**config.mk**
```make
export PLATFORM = sky130hd
export DESIGN_NAME = mbgd_dot_prod_reduce
export DESIGN_NICKNAME = d
export VERILOG_FILES = /design/src/rtl/mbgd_dot_prod_reduce.sv
export SDC_FILE = /design/constraint.sdc
export NUM_CORES = 1
export LEC_CHECK = 0
export ABC_AREA = 1
export CORE_AREA = 2 2 180 182
export CTS_CLUSTER_DIAMETER = 40
export DETAILED_ROUTE_END_ITERATION = 6
export DIE_AREA = 0 0 182 184
export GPL_TIMING_DRIVEN = 0
export HOLD_SLACK_MARGIN = 0.05
export PLACE_DENSITY = 0.83
export SYNTH_ARGS = -nofsm -noshare
export SYNTH_HDL_FRONTEND = slang
export SYNTH_SLANG_ARGS = --single-unit
```
**constraint.sdc**
```tcl
create_clock -name clk -period 2.8 [get_ports clk]
set_clock_uncertainty 0.1 [all_clocks]
set_input_delay 0.7 -clock clk [delete_from_list [all_inputs] [get_ports clk]]
set_output_delay 0.7 -clock clk [all_outputs]
set_load 0.02 [all_outputs]
```
**src/rtl/mbgd_dot_prod_reduce.sv**
```systemverilog
// Mini-batch GD dot-product reducer: N-lane adder tree plus a beat accumulator.
// Folds multi-beat vectors of lane products into one sum, with beat count and overflow flag.
module mbgd_dot_prod_reduce #(
    parameter int N     = 8,
    parameter int N_bit = 3,
    parameter int DW    = 8,
    parameter int BW    = 4,
    localparam int PW    = 2 * DW + N_bit,
    localparam int TW    = PW + N_bit,
    localparam int ACC_W = PW + N_bit + BW
) (
    input  logic              clk,
    input  logic              reset,
    input  logic              in_valid,
    input  logic              in_last,
    input  logic [N*PW-1:0]   in_prod,
    output logic              in_ready,
    output logic              out_valid,
    input  logic              out_ready,
    output logic [ACC_W-1:0]  out_sum,
    output logic [BW:0]       out_beats,
    output logic              out_ovf
);

    typedef enum logic {EMPTY, PARTIAL} state_t;

    localparam logic [BW:0] MAXB = {1'b1, {BW{1'b0}}};

    logic             en;
    logic [TW-1:0]    node [N_bit+1][N];
    logic [N_bit-1:0] vld_q;
    logic [N_bit-1:0] lst_q;

    state_t           state_q;
    logic [ACC_W-1:0] acc_q;
    logic [BW:0]      beats_q;
    logic             ovf_q;
    logic             out_valid_q;
    logic [ACC_W-1:0] out_sum_q;
    logic [BW:0]      out_beats_q;
    logic             out_ovf_q;

    logic [ACC_W-1:0] tree_sum;
    logic [ACC_W-1:0] sum_d;
    logic [BW:0]      beats_d;
    logic             ovf_d;
    logic             sat;
    logic             tv;
    logic             tl;

    assign en       = !out_valid_q || out_ready;
    assign in_ready = reset && en;

    for (genvar j = 0; j < N; j++) begin : g_in
        assign node[0][j] = TW'(in_prod[j*PW +: PW]);
    end

    for (genvar k = 1; k <= N_bit; k++) begin : g_stg
        for (genvar j = 0; j < N; j++) begin : g_lane
            if (j < (N >> k)) begin : g_add
                logic [PW+k-1:0] sum_q;
                // Pairwise add of the previous level; one bit of growth per level.
                always_ff @(posedge clk) begin
                    if (!reset)
                        sum_q <= '0;
                    else if (en)
                        sum_q <= (PW+k)'(node[k-1][2*j] + node[k-1][2*j+1]);
                end
                assign node[k][j] = TW'(sum_q);
            end else begin : g_nil
                assign node[k][j] = '0;
            end
        end
    end

    // Valid/last tags travel alongside the tree; bubbles enter as valid=0.
    always_ff @(posedge clk) begin
        if (!reset) begin
            vld_q <= '0;
            lst_q <= '0;
        end else if (en) begin
            vld_q <= (vld_q << 1) | N_bit'(in_valid && in_ready);
            lst_q <= (lst_q << 1) | N_bit'(in_last);
        end
    end

    assign tv       = vld_q[N_bit-1];
    assign tl       = lst_q[N_bit-1];
    assign tree_sum = ACC_W'(node[N_bit][0]);
    assign sat      = (beats_q == MAXB);
    assign sum_d    = (state_q == EMPTY) ? tree_sum : acc_q + tree_sum;
    assign beats_d  = (state_q == EMPTY) ? (BW+1)'(1)
                    : (sat ? MAXB : beats_q + 1'b1);
    assign ovf_d    = (state_q == PARTIAL) && (ovf_q || sat);

    // Accumulator FSM and registered result; a new result may replace one being taken.
    always_ff @(posedge clk) begin
        if (!reset) begin
            state_q     <= EMPTY;
            acc_q       <= '0;
            beats_q     <= '0;
            ovf_q       <= 1'b0;
            out_valid_q <= 1'b0;
            out_sum_q   <= '0;
            out_beats_q <= '0;
            out_ovf_q   <= 1'b0;
        end else if (en) begin
            out_valid_q <= 1'b0;
            if (tv) begin
                if (tl) begin
                    out_sum_q   <= sum_d;
                    out_beats_q <= beats_d;
                    out_ovf_q   <= ovf_d;
                    out_valid_q <= 1'b1;
                    acc_q       <= '0;
                    beats_q     <= '0;
                    ovf_q       <= 1'b0;
                    state_q     <= EMPTY;
                end else begin
                    acc_q       <= sum_d;
                    beats_q     <= beats_d;
                    ovf_q       <= ovf_d;
                    state_q     <= PARTIAL;
                end
            end
        end
    end

    assign out_valid = out_valid_q;
    assign out_sum   = out_sum_q;
    assign out_beats = out_beats_q;
    assign out_ovf   = out_ovf_q;

endmodule
```
==> Flow_metrics.wiki <==
{| class="wikitable"
! Metric !! Value
|-
| Initial core utilization || 54.7%
|-
| Maximum level of the CTS H-tree || 2
|-
| Routed wire length per instance || 17.7 µm
|-
| Avg Inst Size Synth || 6.53 µm²
|-
| Fraction of final layout cells sized beyond drive strength 1 || 7.45%
|-
| Post-synthesis cell area || 17,200 µm²
|-
| Antenna diode count || 0
|-
| Number of buffers inserted during clock tree synthesis || 35
|-
| Area of the die || 33,500 µm²
|-
| Maxcap violations || 0
|-
| Worst-Skew Late Latency || 530 ps
|-
| Initial detailed-routing violation count || 1,295
|-
| Hold Crit Class || flip-flop to flip-flop
|-
| Half-perimeter wire length after detailed placement || 46.1 mm
|-
| Timing-limited maximum frequency || 361 MHz
|-
| Final setup fails || 0
|-
| GRT Residual Overflow || 0
|-
| Total routing usage reported by global routing || 34.6%
|-
| Number of rows created at floorplan || 65
|-
| Min setup slack post-route || 29.2 ps
|-
| Final std cells w/o fill || 3,289
|-
| Cell at the root of the clock tree || clkbuf_16
|-
| Via count of the first global-routing pass || 17.7k
|-
| Max-slew headroom at the worst pin || 18.4%
|-
| Buffers added on ports || 190
|-
| Count of hold buffers inserted by post-cts repair || 0
|-
| Post-synth top cells || 748 x nand2_1, 311 x inv_1, 216 x dfxtp_1
|-
| Average vias per placed instance || 5.62
|-
| Post-synth net total || 2,958
|-
| Core footprint || 31,400 µm²
|-
| Total power density per cell area || 587 nW/µm²
|-
| Max rail drop VDD || 379 µV
|-
| Post-placement worst setup slack || -782 ps
|-
| Antenna violations before repair || 1
|-
| Post-Route Hold Slack || 350 ps
|-
| Boundary pin count || 191
|-
| Max-slew violations || 0
|-
| Number of warnings issued by yosys || 0
|-
| Count of cell types in the netlist || 57
|-
| Final worst path period share || 99.0%
|-
| Category of the worst setup path capture point || flip-flop
|-
| Detailed Routing Iterations Pass 1 || 6
|-
| Leakage Power || 10.3 nW
|-
| Cells taking the most area after synthesis || dfxtp_1 25%, nand2_1 16%, ha_1 12%
|-
| Synthesized flop and latch total || 216
|-
| Worst EP required || 3110 ps
|-
| Minimum period implied by the final worst setup slack || 2770 ps
|-
| List of cells traversed by the critical path || clkdlybuf4s50_1, nor2_4, buf_4, inv_2, clkbuf_1, nand2_1, o221ai_1, inv_1
|-
| Gp weighted congestion || 0.975
|-
| Maximum number of pins on one net before global-route repair || 15
|-
| Vias post-DR || 18.5k
|-
| Remaining design rule violation count || 0
|-
| Post-synthesis async set-or-reset flop share || 0%
|-
| Kind of critical path || input pin to flip-flop
|-
| Fraction of post-synthesis cell area in the top cell type by area || 25.2%
|-
| Max stage delay on crit path || 920 ps
|-
| Clock Tree Buf Depth || 3
|-
| Worst-path maximum fanout || 10
|-
| Most common flop cell mapped by yosys || dfxtp_1
|-
| Status || finished, final reports clean
|-
| Total number of nets in the final design || 3,186
|-
| Slowest CP cell || clkbuf_1
|-
| TritonCTS sink count || 216
|-
| Layout overhead on the synthesized area || 21.1%
|-
| Sequential element share of the synthesized area || 25.2%
|-
| Total placed cells including tap cells || 3,224
|-
| Tightest Pin Transition || 1220 ps
|-
| Reg clk slew, reported paths || 60 ps
|-
| Global-route wire length before repair || 91.4 mm
|-
| CTS tree || yes
|-
| Kind of start point of the critical path || input pin
|-
| Arrival time of data at the critical path endpoint || 3090 ps
|-
| Most instantiated library cell after synthesis || nand2_1
|-
| Cell taking the most area after synthesis || dfxtp_1
|-
| Setup repair after global routing missed its margin || no
|-
| Total count of hold-check failures in the final report || 0
|-
| Total routed wirelength || 58.3 mm
|-
| Count of flip-flops with a built-in enable after synthesis || 0
|-
| Die Height || 184 µm
|-
| Post-route ant nets || 0
|-
| Width of the die || 182 µm
|-
| Post-Syn Instances || 2,632
|}
[repair_timing]
action | in CTS | in global routing
resized for setup | 9 | 0
pin swaps | 0 | 1
buffers inserted | 0 | 1
endpoints found under the setup margin | 1 | 1
[sequential cells by signal, summed over array words and instances, names as in the netlist]
register and cells:
g_stg.g_lane.g_add.sum_q 144, acc_q 26, out_sum 26, beats_q 5, out_beats 5, lst_q 3, vld_q 3, out_ovf 1
out_valid 1, ovf_q 1, state_q 1
[metal layers]
layer / vias to the layer above / global-route usage [%] / share of wire [%]
met5: - / 0 / 0
met4: 0 / 17.5 / 5.2
met3: 180 / 5.35 / 6.3
met2: 642 / 61.8 / 48
met1: 8443 / 40.2 / 40
li1: 9214 / - / -
[worst paths after layout]
| check | from | to | slack (ps) | depth (start not counted) |
|---|---|---|---|---|
| setup / recovery | out_ready | g_stg[3].g_lane[0].g_add.sum_q[4] | 30 | 8 |
| hold / removal | out_sum[16] | out_sum[16] | 350 | 2 |
| setup reg to reg | out_valid | g_stg[3].g_lane[0].g_add.sum_q[4] | 300 | 8 |
| hold reg to reg | out_sum[16] | out_sum[16] | 350 | 2 |
[cell families after synthesis]
kind of cell,count (synthesis),share of synthesized area [%]
compound gates,518,18.5
xor+xnor,48,2.45
fa+ha+maj,169,12.7
buf+inv,395,8.91
flops,216,25.2
simple gates,1286,32.3
[cell type report]
cell class,instances,area [µm²]
Buffer,64,299
Sequential cell,216,4320
Timing Repair Buffer,191,1910
Multi-Input combinational cell,2021,11300
Tap cell,402,503
Inverter,331,1240
Fill cell,2925,10600
Clock inverter,28,309
Clock buffer,36,880
[layout by cell type (no fill, tap or decap), drive strengths merged, types with 8 or more instances in the layout]
cell type | netlist | routed
nor2 | 199 | 199
a21o | 33 | 33
clkdlybuf4s50 | 0 | 189
dfxtp | 216 | 216
o211ai | 14 | 14
a32o | 8 | 8
nand4 | 37 | 37
buf | 36 | 37
o21bai | 12 | 12
a22o | 12 | 12
inv | 329 | 340
o21ai | 184 | 184
xor2 | 26 | 26
a21boi | 19 | 19
nand2 | 765 | 765
a31oi | 14 | 14
xnor2 | 22 | 22
fa | 8 | 8
ha | 161 | 161
clkbuf | 28 | 64
clkinv | 2 | 12
or2 | 11 | 11
nor3 | 28 | 28
a21oi | 194 | 194
nand3 | 231 | 231
[power by group]
part | switching, W | internal, W | total [W]
combinational | 0.00247 | 0.00153 | 0.00400
clock | 0.00174 | 0.00266 | 0.00440
sequential | 0.000328 | 0.00348 | 0.00381
[worst max-delay path, delay by kind of cell]
kind	cells	cell delay (ps)
simple gates	2	250
buf+inv	5	1880
compound gates	1	250
[through the flow]
stage | utilization, % | power, W | instance area [µm²] | TNS (ps)
5_1_grt | 66.3 | 0.0129 | 20800 | 0
3_5_place_dp | 62.4 | 0.00776 | 19600 | -7830
3_3_place_gp | 62.4 | 0.00770 | 19600 | -6800
6_report | 66.3 | 0.0122 | 20800 | 0
4_1_cts | 66.2 | 0.0122 | 20800 | 0
2_1_floorplan | - | 0.00656 | 17200 | 0
Power figures use the tool's default switching activity.
==> variant 1 (config.mk and constraints unchanged) <==
Make the reset (`reset`) asynchronous in 3 clocked blocks.
--- a/src/rtl/mbgd_dot_prod_reduce.sv
+++ b/src/rtl/mbgd_dot_prod_reduce.sv
@@ -62,3 +62,3 @@
                 // Pairwise add of the previous level; one bit of growth per level.
-                always_ff @(posedge clk) begin
+                always_ff @(posedge clk or negedge reset) begin
                     if (!reset)
@@ -76,3 +76,3 @@
     // Valid/last tags travel alongside the tree; bubbles enter as valid=0.
-    always_ff @(posedge clk) begin
+    always_ff @(posedge clk or negedge reset) begin
         if (!reset) begin
@@ -96,3 +96,3 @@
     // Accumulator FSM and registered result; a new result may replace one being taken.
-    always_ff @(posedge clk) begin
+    always_ff @(posedge clk or negedge reset) begin
         if (!reset) begin
Check against the original RTL: not equivalent (a bounded check fails within 10 cycles, from zero or initial values and one cycle with reset low; the reset may be asserted at any time).
==> variant 1 against the original RTL <==
  * Sequential cell count is the same
  * Setup slack gained 0.035 ns
  * Cell count shrank 2.6%
  * Critical path depth shrank 3
  * Non-clock buffer count shrank 10
  * Count of clock-buffer cells in the layout grew 8
  * Area after synthesis grew 1.9%
  * Wire length shrank 5.0%
  * Design area grew 2.4%
  * Core utilization grew 1.6 points
  * Via count shrank 3.1%
  * Critical path type is now primary input to output pin
Power is not compared: it rests on default switching activity, and its combinational part moved more than twofold at a synthesized area within 25%.
==> variant 1: results (changes against the original RTL) <==
metric;value;unit;change
grt_pass1_wl;88.0;mm;-3.7%
drive_gt1_frac;0.0707;;-0.00378
slew_headroom;0.433;;+0.248
wire_per_inst;17.3;um;-2.5%
min_path_type;primary input to async pin;;
synthTopCellsByCount;nand2_1, inv_1, dfrtp_1;;
muxShareOfSynthArea;0;;unchanged
synth_compound_area_frac;0.130;;-0.0546
totalWireLength;55.3;mm;-5.0%
dpl.hpwl;43.9;mm;-4.7%
final_nets;3099;;-2.7%
cp_slowest_cell;clkdlybuf4s50_1;;
r2r_setup_slack;0.23;ns;-0.07 ns
largest_reg_flops;144;;unchanged
outcome;finished clean;;
synthTopCellsByArea;dfrtp_1, nand2_1, ha_1;;
gp_congestion;0.973;;-0.21%
grt_max_degree;56;;+41
cts_made_buffers;37;;+5.7%
ys_warn_count;0;;unchanged
rr_worst_depth;13;;+5
reg2reg_to;out_sum[16];;
grt_pass1_vias;17300;;-2.3%
grt_usage;0.330;;-0.0157
antenna_found_initial;0;;-1
yosys.area_share.adder;0.124;;-0.00231
r2r-start;g_stg[3].g_lane[0].g_add.sum_q[0];;
synth_fp_nets;2865;;-3.1%
ys_seq_area_frac;0.309;;+0.0572
worstPathArrival;1.94;ns;-1.15 ns
synth_cell_types;49;;-14%
drt_pass1_iterations;5;;-1
synth-xor-area-share;0.0245;;+0.0000545
drt_iter0_markers;1263;;-2.5%
slowest_delay;0.50;ns;-0.42 ns
synthCells;2539;;-3.5%
async_reset_ff_frac;1.00;;+1.00
cp-endpoint;in_ready;;
num_vias;17900;;-3.1%
synth-main-ff-cell;dfrtp_1;;
variant 1: cell type report:
cell class              count  area, sq um
well taps                 402          503
fillers                  2735        10100
multi-input cells        2014        10900
flip-flops and latches    216         5410
clock inverters            23          240
plain buffers              50          278
inverters                 259          975
clock buffers              44         1000
repair buffers            195         2050
variant 1: metrics by stage:
step / cell area, sq um / hold WS [ns] / worst slack (ns) / power [mW]
4_1_cts: 21300 / 0.0784 / 0.0353 / 24.6
2_1_floorplan: 17500 / 0.304 / 0.588 / 15.6
6_report: 21300 / 0.0858 / 0.0646 / 24.8
3_3_place_gp: 19900 / 0.354 / -8.00 / 19.7
3_5_place_dp: 19900 / 0.365 / -0.761 / 20.0
5_1_grt: 21300 / 0.0936 / 0.0111 / 26.8
variant 1: cell families after synthesis:
kind of cell / count (synthesis)
AO/OA/AOI/OAI: 414
XOR/XNOR: 49
adder cells (fa/ha/maj): 169
buffers and inverters: 309
flip-flops: 216
AND/OR/NAND/NOR: 1382
variant 1: critical path: cells and delay by family:
kind,cells,cell delay [ns]
AND/OR/NAND/NOR,2,0.19
buffers and inverters,3,1.03
variant 1: power breakdown:
part	total, mW	switching [mW]	internal [mW]
clock network	4.50	1.76	2.74
logic	14.8	9.54	5.23
registers	5.52	1.03	4.49
variant 1: metal layers:
metal	share of wire	GRT usage	routed length [um]
met5	0	0	0
met4	0.047	0.144	2610
met3	0.054	0.0436	2960
met2	0.49	0.586	26900
met1	0.41	0.402	22900
variant 1: repair_timing:
item                                   in CTS  in global routing
resized for setup                           4                  4
pin swaps                                   1                  0
endpoints found under the hold margin      53                  0
hold buffers                                1                  0
gates cloned                                2                  0
setup buffers                               1                  0
setup endpoints to repair                   1                  3
==> variant 2 (same flow settings) <==
Made on the original files. `N_bit`: 3 -> 2.
--- a/src/rtl/mbgd_dot_prod_reduce.sv
+++ b/src/rtl/mbgd_dot_prod_reduce.sv
@@ -4,3 +4,3 @@
     parameter int N     = 8,
-    parameter int N_bit = 3,
+    parameter int N_bit = 2,
     parameter int DW    = 8,
Ports: changed (resized in_prod and out_sum); port bits go from 191 to 181. No check against the original RTL was run, so the function may have changed too.
==> variant 2 against the original RTL <==
  * Critical path depth fell by 4
  * Cell count fell by 42%
  * Via count fell by 50%
  * Setup slack improved by 0.087 ns
  * Synthesized cell count fell by 48%
  * Wire length fell by 52%
  * Register-to-register slack improved by 0.27 ns
  * Design area fell by 46%
  * Area after synthesis fell by 47%
  * Largest cell class unchanged
  * First-iteration DRC count fell by 53%
  * Fmax rose by 3.2%
  * Power fell by 51%
  * Sequential cell count fell by 92
==> variant 2: results (changes against the original RTL) <==
metric;value;unit;change
post_dp_cell_area;0.0106;sq mm;-46%
irDropWorstVdd;0.302;mV;-20%
r2r_setup_slack;0.57;ns;+0.27 ns
period_needed;2.68;ns;-0.0872 ns
reg2reg_to;g_stg[2].g_lane[0].g_add.sum_q[12];;
synth_cell_types;51;;-11%
final_nets;1735;;-46%
synthTopCellsByArea;dfxtp_1, nand2_1, ha_1;;
sh_seq_area;0.221;;+0.0132
grt_usage;0.168;;-0.178
antenna_found_initial;0;;-1
grt_pass1_vias;8949;;-49%
wl_met3;1.92;mm;-48%
drt_iter0_markers;603;;-53%
nFillCells;3341;;+14%
r2r-start;g_stg[1].g_lane[0].g_add.sum_q[0];;
hold_end;out_sum[15];;
grt_util_met1;0.215;;-0.186
worstPathArrival;1.88;ns;-1.21 ns
multi_input_cells;1045;;-48%
htree_levels;4;;+2
multi_input_area;0.00576;sq mm;-49%
combPwrFrac;0.280;;-0.048
syn_area_per_cell;6.57;sq um;+0.69%
wl_met1;12.4;mm;-47%
synth_fp_nets;1609;;-46%
cp-endpoint;in_ready;;
drive_gt1_frac;0.0731;;-0.00135
vias_per_cell;4.84;;-14%
cts_made_buffers;17;;-51%
whs;0.353;ns;+0.00359 ns
comb-power;1.67;mW;-58%
p_leak;5.33;nW;-49%
multi_input_area_share;0.513;;-0.0317
totalWireLength;27.9;mm;-52%
signal_buffers;144;;-44%
dpl.hpwl;22.5;mm;-51%
layoutNonFillerInstCount;1920;;-42%
rr_worst_depth;12;;+4
worst_slew_pin_slew;0.759;ns;-0.464 ns
largest_reg_flops;58;;-60%
hold_path.startpoint;out_sum[15];;
ys_seq_area_frac;0.274;;+0.0222
switching_share;0.331;;-0.0408
grt_use_met3;0.0287;;-0.0248
insertion_delay;0.43;ns;-0.10 ns
outcome;finished clean;;
wl_met2;13.1;mm;-53%
[variant 2: changes by cell type in the layout (fill, tap and decap cells not counted), moves of 25 or more]
cell	change
nand2_1	-336
inv_1	-147
nand3_1	-103
nor2_1	-93
dfxtp_1	-92
a21oi_1	-88
ha_1	-84
clkdlybuf4s50_1	-83
o21ai_0	-69
a21o_1	-26
o21ai_1	-25
[variant 2: cell families (layout without fill, tap and decap cells)]
logic type,count (synthesis),after routing,synth area share
compound gates,240,240,0.159
flops,124,124,0.274
xor+xnor,32,32,0.0309
fa+ha+maj,81,81,0.115
buf+inv,210,349,0.0904
simple gates,692,692,0.331
[variant 2: what timing repair did]
action	CTS	global route
endpoints found under the setup margin	1	0
resized for setup	1	0
setup buffers	0	0
[variant 2: worst max-delay path, cell delays in order]
cell and delay [ns]:
clkdlybuf4s50_1 0.50, nor2_4 0.08, nor2_4 0.23, dlygate4sd2_1 0.37
